--- src/rtl/seq_detector_param.sv ---
// Run-time configurable serial pattern detector with overlapping/non-overlapping
// matching, input qualification and a saturating match counter.
module seq_detector_param #(
    parameter int PAT_W = 8,
    parameter int LEN_W = 4,
    parameter int CNT_W = 16
) (
    input  logic             clk,
    input  logic             rst,
    input  logic             cfg_load,
    input  logic [PAT_W-1:0] cfg_pat,
    input  logic [LEN_W-1:0] cfg_len,
    input  logic             cfg_ovl,
    input  logic             din,
    input  logic             din_vld,
    input  logic             cnt_clr,
    output logic             dout,
    output logic [CNT_W-1:0] match_cnt,
    output logic             armed,
    output logic             cfg_err
);

    typedef enum logic [1:0] {
        IDLE   = 2'd0,
        FILL   = 2'd1,
        DETECT = 2'd2
    } state_t;

    state_t           state_r, state_s;
    logic [PAT_W-1:0] hist_r, hist_s;
    logic [PAT_W-1:0] pat_r, pat_s;
    logic [LEN_W-1:0] len_r, len_s;
    logic [LEN_W-1:0] fill_r, fill_s;
    logic             ovl_r, ovl_s;
    logic             dout_r, dout_s;
    logic             err_r, err_s;
    logic [CNT_W-1:0] cnt_r, cnt_s;
    logic [PAT_W-1:0] shift_s;
    logic [LEN_W-1:0] fill_inc_s;
    logic             cfg_ok_s;
    logic             hit_s;

    // Only the low n bits take part; pattern bits above the length are don't-care.
    function automatic logic tail_match(input logic [PAT_W-1:0] h,
                                        input logic [PAT_W-1:0] p,
                                        input logic [LEN_W-1:0] n);
        logic [PAT_W-1:0] m;
        for (int i = 0; i < PAT_W; i++) begin
            m[i] = (LEN_W'(i) < n);
        end
        return (((h ^ p) & m) == {PAT_W{1'b0}});
    endfunction

    // Next-state, datapath and output decode
    always_comb begin
        state_s    = state_r;
        hist_s     = hist_r;
        pat_s      = pat_r;
        len_s      = len_r;
        fill_s     = fill_r;
        ovl_s      = ovl_r;
        dout_s     = 1'b0;
        err_s      = 1'b0;
        shift_s    = {hist_r[PAT_W-2:0], din};
        fill_inc_s = fill_r + LEN_W'(1);
        cfg_ok_s   = (cfg_len != {LEN_W{1'b0}}) && (cfg_len <= LEN_W'(PAT_W));
        hit_s      = tail_match(shift_s, pat_r, len_r);

        if (cfg_load && cfg_ok_s) begin
            // A legal load wins over the data path; that cycle's din is dropped.
            pat_s   = cfg_pat;
            len_s   = cfg_len;
            ovl_s   = cfg_ovl;
            hist_s  = {PAT_W{1'b0}};
            fill_s  = {LEN_W{1'b0}};
            state_s = FILL;
        end else begin
            err_s = cfg_load;
            case (state_r)
                IDLE: begin
                    state_s = IDLE;
                end
                FILL: begin
                    if (din_vld) begin
                        hist_s = shift_s;
                        fill_s = fill_inc_s;
                        if (fill_inc_s == len_r) begin
                            dout_s = hit_s;
                            if (hit_s && !ovl_r) begin
                                fill_s  = {LEN_W{1'b0}};
                                state_s = FILL;
                            end else begin
                                state_s = DETECT;
                            end
                        end else begin
                            state_s = FILL;
                        end
                    end else begin
                        state_s = FILL;
                    end
                end
                DETECT: begin
                    if (din_vld) begin
                        hist_s = shift_s;
                        dout_s = hit_s;
                        if (hit_s && !ovl_r) begin
                            fill_s  = {LEN_W{1'b0}};
                            state_s = FILL;
                        end else begin
                            state_s = DETECT;
                        end
                    end else begin
                        state_s = DETECT;
                    end
                end
                default: begin
                    state_s = IDLE;
                end
            endcase
        end

        if (cnt_clr) begin
            cnt_s = {CNT_W{1'b0}};
        end else if (dout_s && (cnt_r != {CNT_W{1'b1}})) begin
            cnt_s = cnt_r + CNT_W'(1);
        end else begin
            cnt_s = cnt_r;
        end
    end

    // State, history, configuration and output registers
    always_ff @(posedge clk) begin
        if (rst) begin
            state_r <= IDLE;
            hist_r  <= {PAT_W{1'b0}};
            pat_r   <= {PAT_W{1'b0}};
            len_r   <= {LEN_W{1'b0}};
            fill_r  <= {LEN_W{1'b0}};
            ovl_r   <= 1'b0;
            dout_r  <= 1'b0;
            err_r   <= 1'b0;
            cnt_r   <= {CNT_W{1'b0}};
        end else begin
            state_r <= state_s;
            hist_r  <= hist_s;
            pat_r   <= pat_s;
            len_r   <= len_s;
            fill_r  <= fill_s;
            ovl_r   <= ovl_s;
            dout_r  <= dout_s;
            err_r   <= err_s;
            cnt_r   <= cnt_s;
        end
    end

    assign dout      = dout_r;
    assign match_cnt = cnt_r;
    assign armed     = (state_r == DETECT);
    assign cfg_err   = err_r;

endmodule

--- config.mk ---
export PLATFORM = sky130hd
export DESIGN_NAME = seq_detector_param
export DESIGN_NICKNAME = d
export VERILOG_FILES = /design/src/rtl/seq_detector_param.sv
export SDC_FILE = /design/constraint.sdc
export NUM_CORES = 1
export LEC_CHECK = 0
export CAP_MARGIN = 20
export CORE_UTILIZATION = 30
export CTS_BUF_LIST = sky130_fd_sc_hd__clkbuf_8 sky130_fd_sc_hd__clkbuf_16
export DETAILED_ROUTE_END_ITERATION = 12
export PLACE_DENSITY_LB_ADDON = 0.1
export SYNTH_ARGS = -nofsm -noshare
export SYNTH_HDL_FRONTEND = slang
export SYNTH_SLANG_ARGS = --single-unit
export TNS_END_PERCENT = 5
--- constraint.sdc ---
create_clock -name clk -period 4.7 [get_ports clk]
set_input_delay 0.705 -clock clk [delete_from_list [all_inputs] [get_ports clk]]
set_output_delay 0.705 -clock clk [all_outputs]
set_load 0.05 [all_outputs]
Word level (Yosys, flattened, before mapping)
Cells that the tools add are included.
{"block": "word_totals", "register_bits": 44, "in_bits": 19, "output_inout_bits": 19}
{"block": "classes", "addsub": 2, "order_cmp": 9, "n_bitwise": 2, "muxes": 17, "n_eq_ne": 7, "reduce_logical": 13}
{"operator": "$mux 4", "n": 5}
{"operator": "$add 16x1->16 const B", "n": 1}
{"operator": "$lt 3x4->1 const A", "n": 4}
{"operator": "$ne 16x16->1 const B", "n": 1}
{"operator": "$and 8x8->8", "n": 1}
{"operator": "$logic_not 8->1", "n": 1}
{"operator": "$lt 1x4->1 const A", "n": 2}
{"operator": "$lt 2x4->1 const A", "n": 2}
{"operator": "$mux 2", "n": 4}
{"operator": "$pmux 4 s2", "n": 1}
{"operator": "$xor 8x8->8", "n": 1}
{"operator": "$reduce_or 2->1", "n": 3}
{"operator": "$mux 1", "n": 5}
{"operator": "$add 4x1->4 const B", "n": 1}
{"operator": "$eq 4x4->1", "n": 1}
{"operator": "$le 4x4->1 const B", "n": 1}
{"operator": "$logic_and 1x1->1", "n": 4}
{"operator": "$ne 2x2->1 const B", "n": 2}
{"operator": "$pmux 2 s2", "n": 1}
{"operator": "$reduce_and 4->1", "n": 1}
{"operator": "$reduce_bool 4->1", "n": 1}
{"operator": "$eq 2x1->1 const B", "n": 1}
{"operator": "$eq 2x2->1 const B", "n": 1}
{"operator": "$ne 2x1->1 const B", "n": 1}
{"operator": "4 further kinds", "n": 4}

Depth between registers and ports, before layout
Gate-level depths: netlist of run 1.
{"block": "depth", "ltp_word": 9, "ltp_mapped": 9, "depth_no_buf": 7}

Worst setup path before layout of run 1
Ideal clock, no wire load.
{"block": "synth_timing", "kind": "input to register", "start": "input port cfg_len[0]", "end": "register cnt_r[3], in the netlist match_cnt[3]", "setup_ns": 0.070, "slack_ns": 2.191, "stages": 6, "t_arrival_ns": 2.439, "t_required_ns": 4.630, "n_path_buf": 1, "path_cell_list": "or4_1 > a31oi_1 > o21ai_2 > buf_6 > or4_1 > a21oi_1"}
{"block": "synth_between", "elab_chain_len": 5, "elab_cells_between_ends": 6, "classes_between": "order compare: 1; mux: 1; reduce/logical: 4"}
{"item": "from (decl)", "line": "12", "source": "input logic [LEN_W-1:0] cfg_len,"}
{"item": "$le 4x4->1 or $reduce_bool 4->1 (tied branches)", "line": "66", "source": "cfg_ok_s = (cfg_len != {LEN_W{1'b0}}) && (cfg_len <= LEN_W'(PAT_W));"}
{"item": "$logic_and 1x1->1 (*)", "line": "66"}
{"item": "$logic_and 1x1->1 (*)", "line": "69", "source": "if (cfg_load && cfg_ok_s) begin"}
{"item": "$mux 1 (*)", "line": "69"}
{"item": "$logic_and 1x1->1 (*)", "line": "124", "source": "end else if (dout_s && (cnt_r != {CNT_W{1'b1}})) begin"}
{"item": "to (signal assigned)", "line": "142", "source": "cnt_r <= {CNT_W{1'b0}};"}
{"item": "to (signal assigned)", "line": "152", "source": "cnt_r <= cnt_s;"}
{"item": "to (decl)", "line": "37", "source": "logic [CNT_W-1:0] cnt_r, cnt_s;"}
Mark *: on every way between the ends. The rest lies on a longest branch, timed or not.
A chain may end at the register's enable or synchronous reset.

Final worst setup path of run 1
Same ends and word-level chain as after synthesis.

==> key figures, run 1 <==
Power and ir drop
  – PwrDens: 255.8 mW/mm^2
  – Worst vdd ir: 0.1239 mV
  – Static Leak: 1.049 nW

Logic synthesis
  – Yosys cell types: 48
  – Syn nets: 298
  – Synthesized cell area: 0.002327 mm^2
  – Top FF cell, synth: dfxtp_1
  – Yosys warnings: 0
  – Seq/Total Area, Yosys: 0.3785
  – Share of the synthesized area in the top cell type: 0.3785
  – Top post-synthesis cells by area: dfxtp_1, mux2i_1, nand2_1
  – Syn Inst Count: 275
  – Synth area leader: dfxtp_1
  – Flops & latches, synth: 44
  – Top-count cell post-synth: dfxtp_1
  – Synth Area per Inst: 8.463 um^2
  – Commonest cells in the netlist: dfxtp_1, nand2_1, nor2_1
  – Ys async rst share: 0
  – EDFF count, synth: 0

Placement
  – I/O Buffers: 37
  – GPL Wtd Cong: 0.7695
  – Post-DP HPWL: 4133 um
  – DP Area: 0.002769 mm^2

Detailed routing
  – Starting DRT DRC Count: 52
  – Antenna-violating nets left: 0
  – DRT Pass-1 Iters: 4
  – Drt total wl: 5833 um
  – Detailed-route via count: 2100
  – Vias per std cell: 5.160
  – DRC: 0
  – Wirelength per Cell: 14.33 um

Cells and area
  – Final instance area: 0.002861 mm^2
  – N_diodes: 0
  – Share of cells above drive strength 1: 0.05519
  – Core Util, Final: 0.3883
  – Area Growth Syn to Fin: 22.96%
  – Final #Nets: 330

STA
  – Final Skew: 0.006042 ns
  – Slew Limit Headroom: 0.3611
  – Final setup vio count: 0
  – RSZ-0062 raised after global routing: false
  – Setup TNS: 0 ns
  – Minimum clock period: 2.888 ns
  – Max Clk Rate: 0.3463 GHz
  – Crit share post-route: 0.6144
  – Worst Max-Slew Pin Slew: 0.9553 ns
  – Final Hold Viols: 0
  – Max-slew violation count: 0

Critical path
  – Setup CP Type: in2reg
  – Setup crit end kind: register
  – Crit path launch type: input pin
  – CP max FO: 14
  – Critical Path RT: 4.93 ns
  – Arr. time, crit path: 3.12 ns

Global route
  – GRT Overall Usage: 0.1465
  – Total grt overflow: 0
  – Vias in the first global route: 1876
  – Largest net degree at the start of global routing: 25
  – First-pass GRT wire length: 9618 um
  – Initial antenna violation count: 0

Clock tree
  – H-tree levels: 2
  – PostCTS Resize Cnt: 0
  – Clock Pin Slew Worst Setup and Hold Paths: 0.08 ns
  – Root Driver: clkbuf_8
  – CTS Hold Bufs: 0
  – Post-CTS setup buffer count: 0
  – Sink Count: 44
  – TritonCTS clock tree: built
  – Clock latency at the later pin of the worst-skew pair: 0.30 ns
  – Maximum buffer depth of the clock tree: 2
  – CTS buffer count: 5

Floorplanning
  – Core area: 0.007370 mm^2
  – FP Rows: 31
  – Initial Util: 0.3158
  – Chip width: 90.08 um
  – Die area: 0.008114 mm^2
  – IO Pins: 38
  – Chip height: 90.08 um

Outcome
  – Status: finished, final reports clean

Job
  – Max Cap Violations: 0

Hold path
  – HP Class: reg2reg
-- metal layers --
layer,GRT usage,vias to the layer above,routed length [um]
met5,0,-,0
met4,0.06048,0,111
met3,0.02961,11,195
met2,0.2144,41,2540
met1,0.2077,973,2985
li1,-,1075,-
-- final timing paths --
path / from / to / slack, ns / depth (start not counted)
worst min register to register: hist_r[6] / hist_r[6] / 0.48 / 2
worst max-delay path: cfg_len[0] / match_cnt[3] / 1.81 / 6
worst max register to register: fill_r[0] / match_cnt[3] / 1.87 / 7
worst min-delay path: hist_r[6] / hist_r[6] / 0.48 / 2
-- critical path, cell delays in order --
cell and delay, ns:
clkdlybuf4s50_1 0.45, or4_1 0.59, a31oi_1 0.43, o21ai_2 0.28
or4_1 0.53, a21oi_1 0.14
-- state kept, by name, summed over array words and instances, names as in the netlist --
name,count
cfg_err,1
state_r,2
hist_r,7
match_cnt,16
fill_r,4
pat_r,8
ovl_r,1
dout,1
len_r,4
-- placed cells by master, fill, tap and decap left out, types with 3 or more instances in the layout --
master           count
or4_1               10
clkbuf_8             6
clkdlybuf4s50_1     37
o21ai_0              3
xnor2_1              5
a21oi_1             21
or3_1                7
mux2i_1             16
nor3_1               7
dfxtp_1             44
nand2_1             30
inv_1               11
ha_1                 4
nor2_1              22
nand4_1              5
o31ai_1              9
xor2_1               9
nand3_1             14
a31oi_1              7
-- logic make-up after synthesis --
group | count (synthesis) | synth area share
buffers and inverters | 24 | 0.04355
muxes | 16 | 0.06882
xor gates and xnor gates | 14 | 0.05269
and+or+nand+nor | 107 | 0.2312
DFF | 44 | 0.3785
AOI/OAI and AO/OA | 66 | 0.2038
adders and majority gates | 4 | 0.02151
-- stage by stage --
step	cells	power, mW	hold slack (ns)	setup WS [ns]
3_3_place_gp	399	0.4887	0.4692	1.531
5_1_grt	407	0.7694	0.5068	1.630
4_1_cts	407	0.7458	0.4828	1.811
6_report	407	0.7321	0.4806	1.812
2_1_floorplan	275	0.4547	0.4478	2.191
3_5_place_dp	399	0.4893	0.4780	1.482
-- report_power, final --
group / internal [mW] / total (mW) / switching [mW]
sequential: 0.380 / 0.387 / 0.00768
clock: 0.118 / 0.252 / 0.135
combinational: 0.0383 / 0.0926 / 0.0543
-- area by class of cell --
class,instances,area [um^2]
clock buffers,6,82.58
multi-input cells,207,1345
flip-flops and latches,44,880.8
fillers,796,4508
clock inverters,2,10.01
well taps,99,123.9
repair buffers,38,377.9
inverters,11,41.29
Note: power is estimated with default switching activity, not from simulation.
==> inputs of run 2 (changes only) <==
==> constraint.sdc (replaced) <==
create_clock -name clk -period 2.33 [get_ports clk]
set_input_delay 0.3495 -clock clk [delete_from_list [all_inputs] [get_ports clk]]
set_output_delay 0.3495 -clock clk [all_outputs]
set_load 0.05 [all_outputs]
==> key figures, run 2 (synthesis gave the netlist of run 1 again) <==
Clock tree
  – H-tree levels: 2
  – Maximum buffer depth of the clock tree: 2
  – TritonCTS clock tree: built
  – Root Driver: clkbuf_8
  – Clock latency at the later pin of the worst-skew pair: 0.30 ns
  – CTS buffer count: 5
  – Sink Count: 44
  – Post-CTS setup buffer count: 0
  – CTS Hold Bufs: 0
  – Clock Pin Slew Worst Setup and Hold Paths: 0.08 ns

Global route
  – First-pass GRT wire length: 10340 um
  – Initial antenna violation count: 0
  – Largest net degree at the start of global routing: 13
  – Vias in the first global route: 2090
  – Total grt overflow: 0
  – GRT Overall Usage: 0.1556

Cells and area
  – Largest register FFs: 16
  – Multi-input logic area: 0.001435 mm^2
  – Share of cells above drive strength 1: 0.1924
  – N_diodes: 0
  – Final instance area: 0.003206 mm^2
  – Area Growth Syn to Fin: 37.74%
  – Most frequent cells in the layout: dfxtp_1, clkdlybuf4s50_1, buf_4
  – FF+latch area: 884.6 um^2
  – Non-filler cells, final: 442
  – Core Util, Final: 0.4350
  – Final #Nets: 366
  – Fillers: 773
  – Most common cell after layout, fill and taps aside: dfxtp_1

Placement
  – DP Area: 0.003054 mm^2
  – Post-DP HPWL: 4586 um
  – Inst Count DP: 434
  – GPL Wtd Cong: 0.8103
  – I/O Buffers: 37

STA
  – RSZ-0062 raised after global routing: true
  – Minimum clock period: 2.349 ns
  – Final setup vio count: 1
  – Max Clk Rate: 0.4257 GHz
  – Slew Limit Headroom: 0.6534
  – Final Skew: 0.005439 ns
  – Worst Max-Slew Pin Slew: 0.5180 ns
  – Max-slew violation count: 0
  – Crit share post-route: 1.008
  – Final Hold Viols: 0
  – Setup ws final: -0.01911 ns

Floorplanning
  – Chip height: 90.08 um
  – FP Rows: 31
  – IO Pins: 38
  – Core area: 0.007370 mm^2
  – Chip width: 90.08 um
  – Die area: 0.008114 mm^2
  – Initial Util: 0.3158

Power and ir drop
  – PwrDens: 473.9 mW/mm^2
  – Worst vdd ir: 0.2363 mV
  – Static Leak: 1.248 nW

Detailed routing
  – Drt total wl: 6160 um
  – DRT Pass-1 Iters: 4
  – Vias per std cell: 4.982
  – DRC: 0
  – Wirelength per Cell: 13.94 um
  – Antenna-violating nets left: 0
  – Starting DRT DRC Count: 86
  – Detailed-route via count: 2202

Critical path
  – Arr. time, crit path: 2.56 ns
  – Critical Path RT: 2.54 ns
  – Setup crit end kind: register
  – Setup CP Type: reg2reg
  – Crit path launch type: register
  – CP max FO: 5

Hold path
  – HP Class: reg2reg

Outcome
  – Failing checks: negative setup slack
  – Status: finished with violations

Job
  – Max Cap Violations: 0
run 2: changes by cell type in the layout (fill, tap and decap cells not counted), sizes merged:
cell / change
buf: +35
a21o: +1
clkbuf: -1
clkdlybuf4s50: -1
clkinv: -1
dlymetal6s2s: +1
inv: +1
run 2: area by class of cell:
cell class              instances  share of cell area
clock inverters                 2            0.002732
clock buffers                   5             0.02147
inverters                      11             0.01288
repair buffers                 73              0.2006
multi-input cells             208              0.4477
flip-flops and latches         44              0.2760
well taps                      99             0.03864
run 2: critical path, cell delays in order (launching register included):
cell and delay, ns:
dfxtp_2 0.33, or4b_4 0.55, a2111oi_4 0.32, o21ai_2 0.14, buf_4 0.16, a211o_4 0.34
a31o_2 0.25, o31ai_1 0.17
run 2: report_power, final:
group | internal [mW] | switching [mW] | leakage (nW)
Clock | 0.200 | 0.266 | 0.0452
Combinational | 0.138 | 0.138 | 0.845
Sequential | 0.766 | 0.0108 | 0.358
run 2: path summary, 6_finish.rpt:
path,from,depth (start not counted),end,slack (ns)
min,hist_r[3],2,hist_r[4],0.48
max,len_r[0],7,state_r[0],-0.02
max reg2reg,len_r[0],7,state_r[0],-0.02
min reg2reg,hist_r[3],2,hist_r[4],0.48
run 2: metal layers:
layer	track usage	vias up	wire [um]
li1	-	1145	-
met1	0.2184	1020	3168
met2	0.2436	32	2791
met3	0.02876	5	146
met4	0.04032	0	53
met5	0	-	0
run 2: repair_timing:
action	CTS	global route
gates resized for setup	7	7
endpoints found under the setup margin	11	19
pin swaps	8	4
gates cloned	1	0
run 2: per-stage QoR:
step | setup WS, ns | total power, mW | hold WS, ns | setup TNS (ns)
6_report | -0.01911 | 1.519 | 0.4787 | -0.01911
5_1_grt | -0.1069 | 1.601 | 0.5018 | -0.8517
4_1_cts | -0.03421 | 1.533 | 0.4836 | -0.03421
3_5_place_dp | -0.2752 | 1.045 | 0.4748 | -3.149
3_3_place_gp | -0.2788 | 1.044 | 0.4676 | -3.344
2_1_floorplan | -0.008721 | 0.9193 | 0.4478 | -0.04358
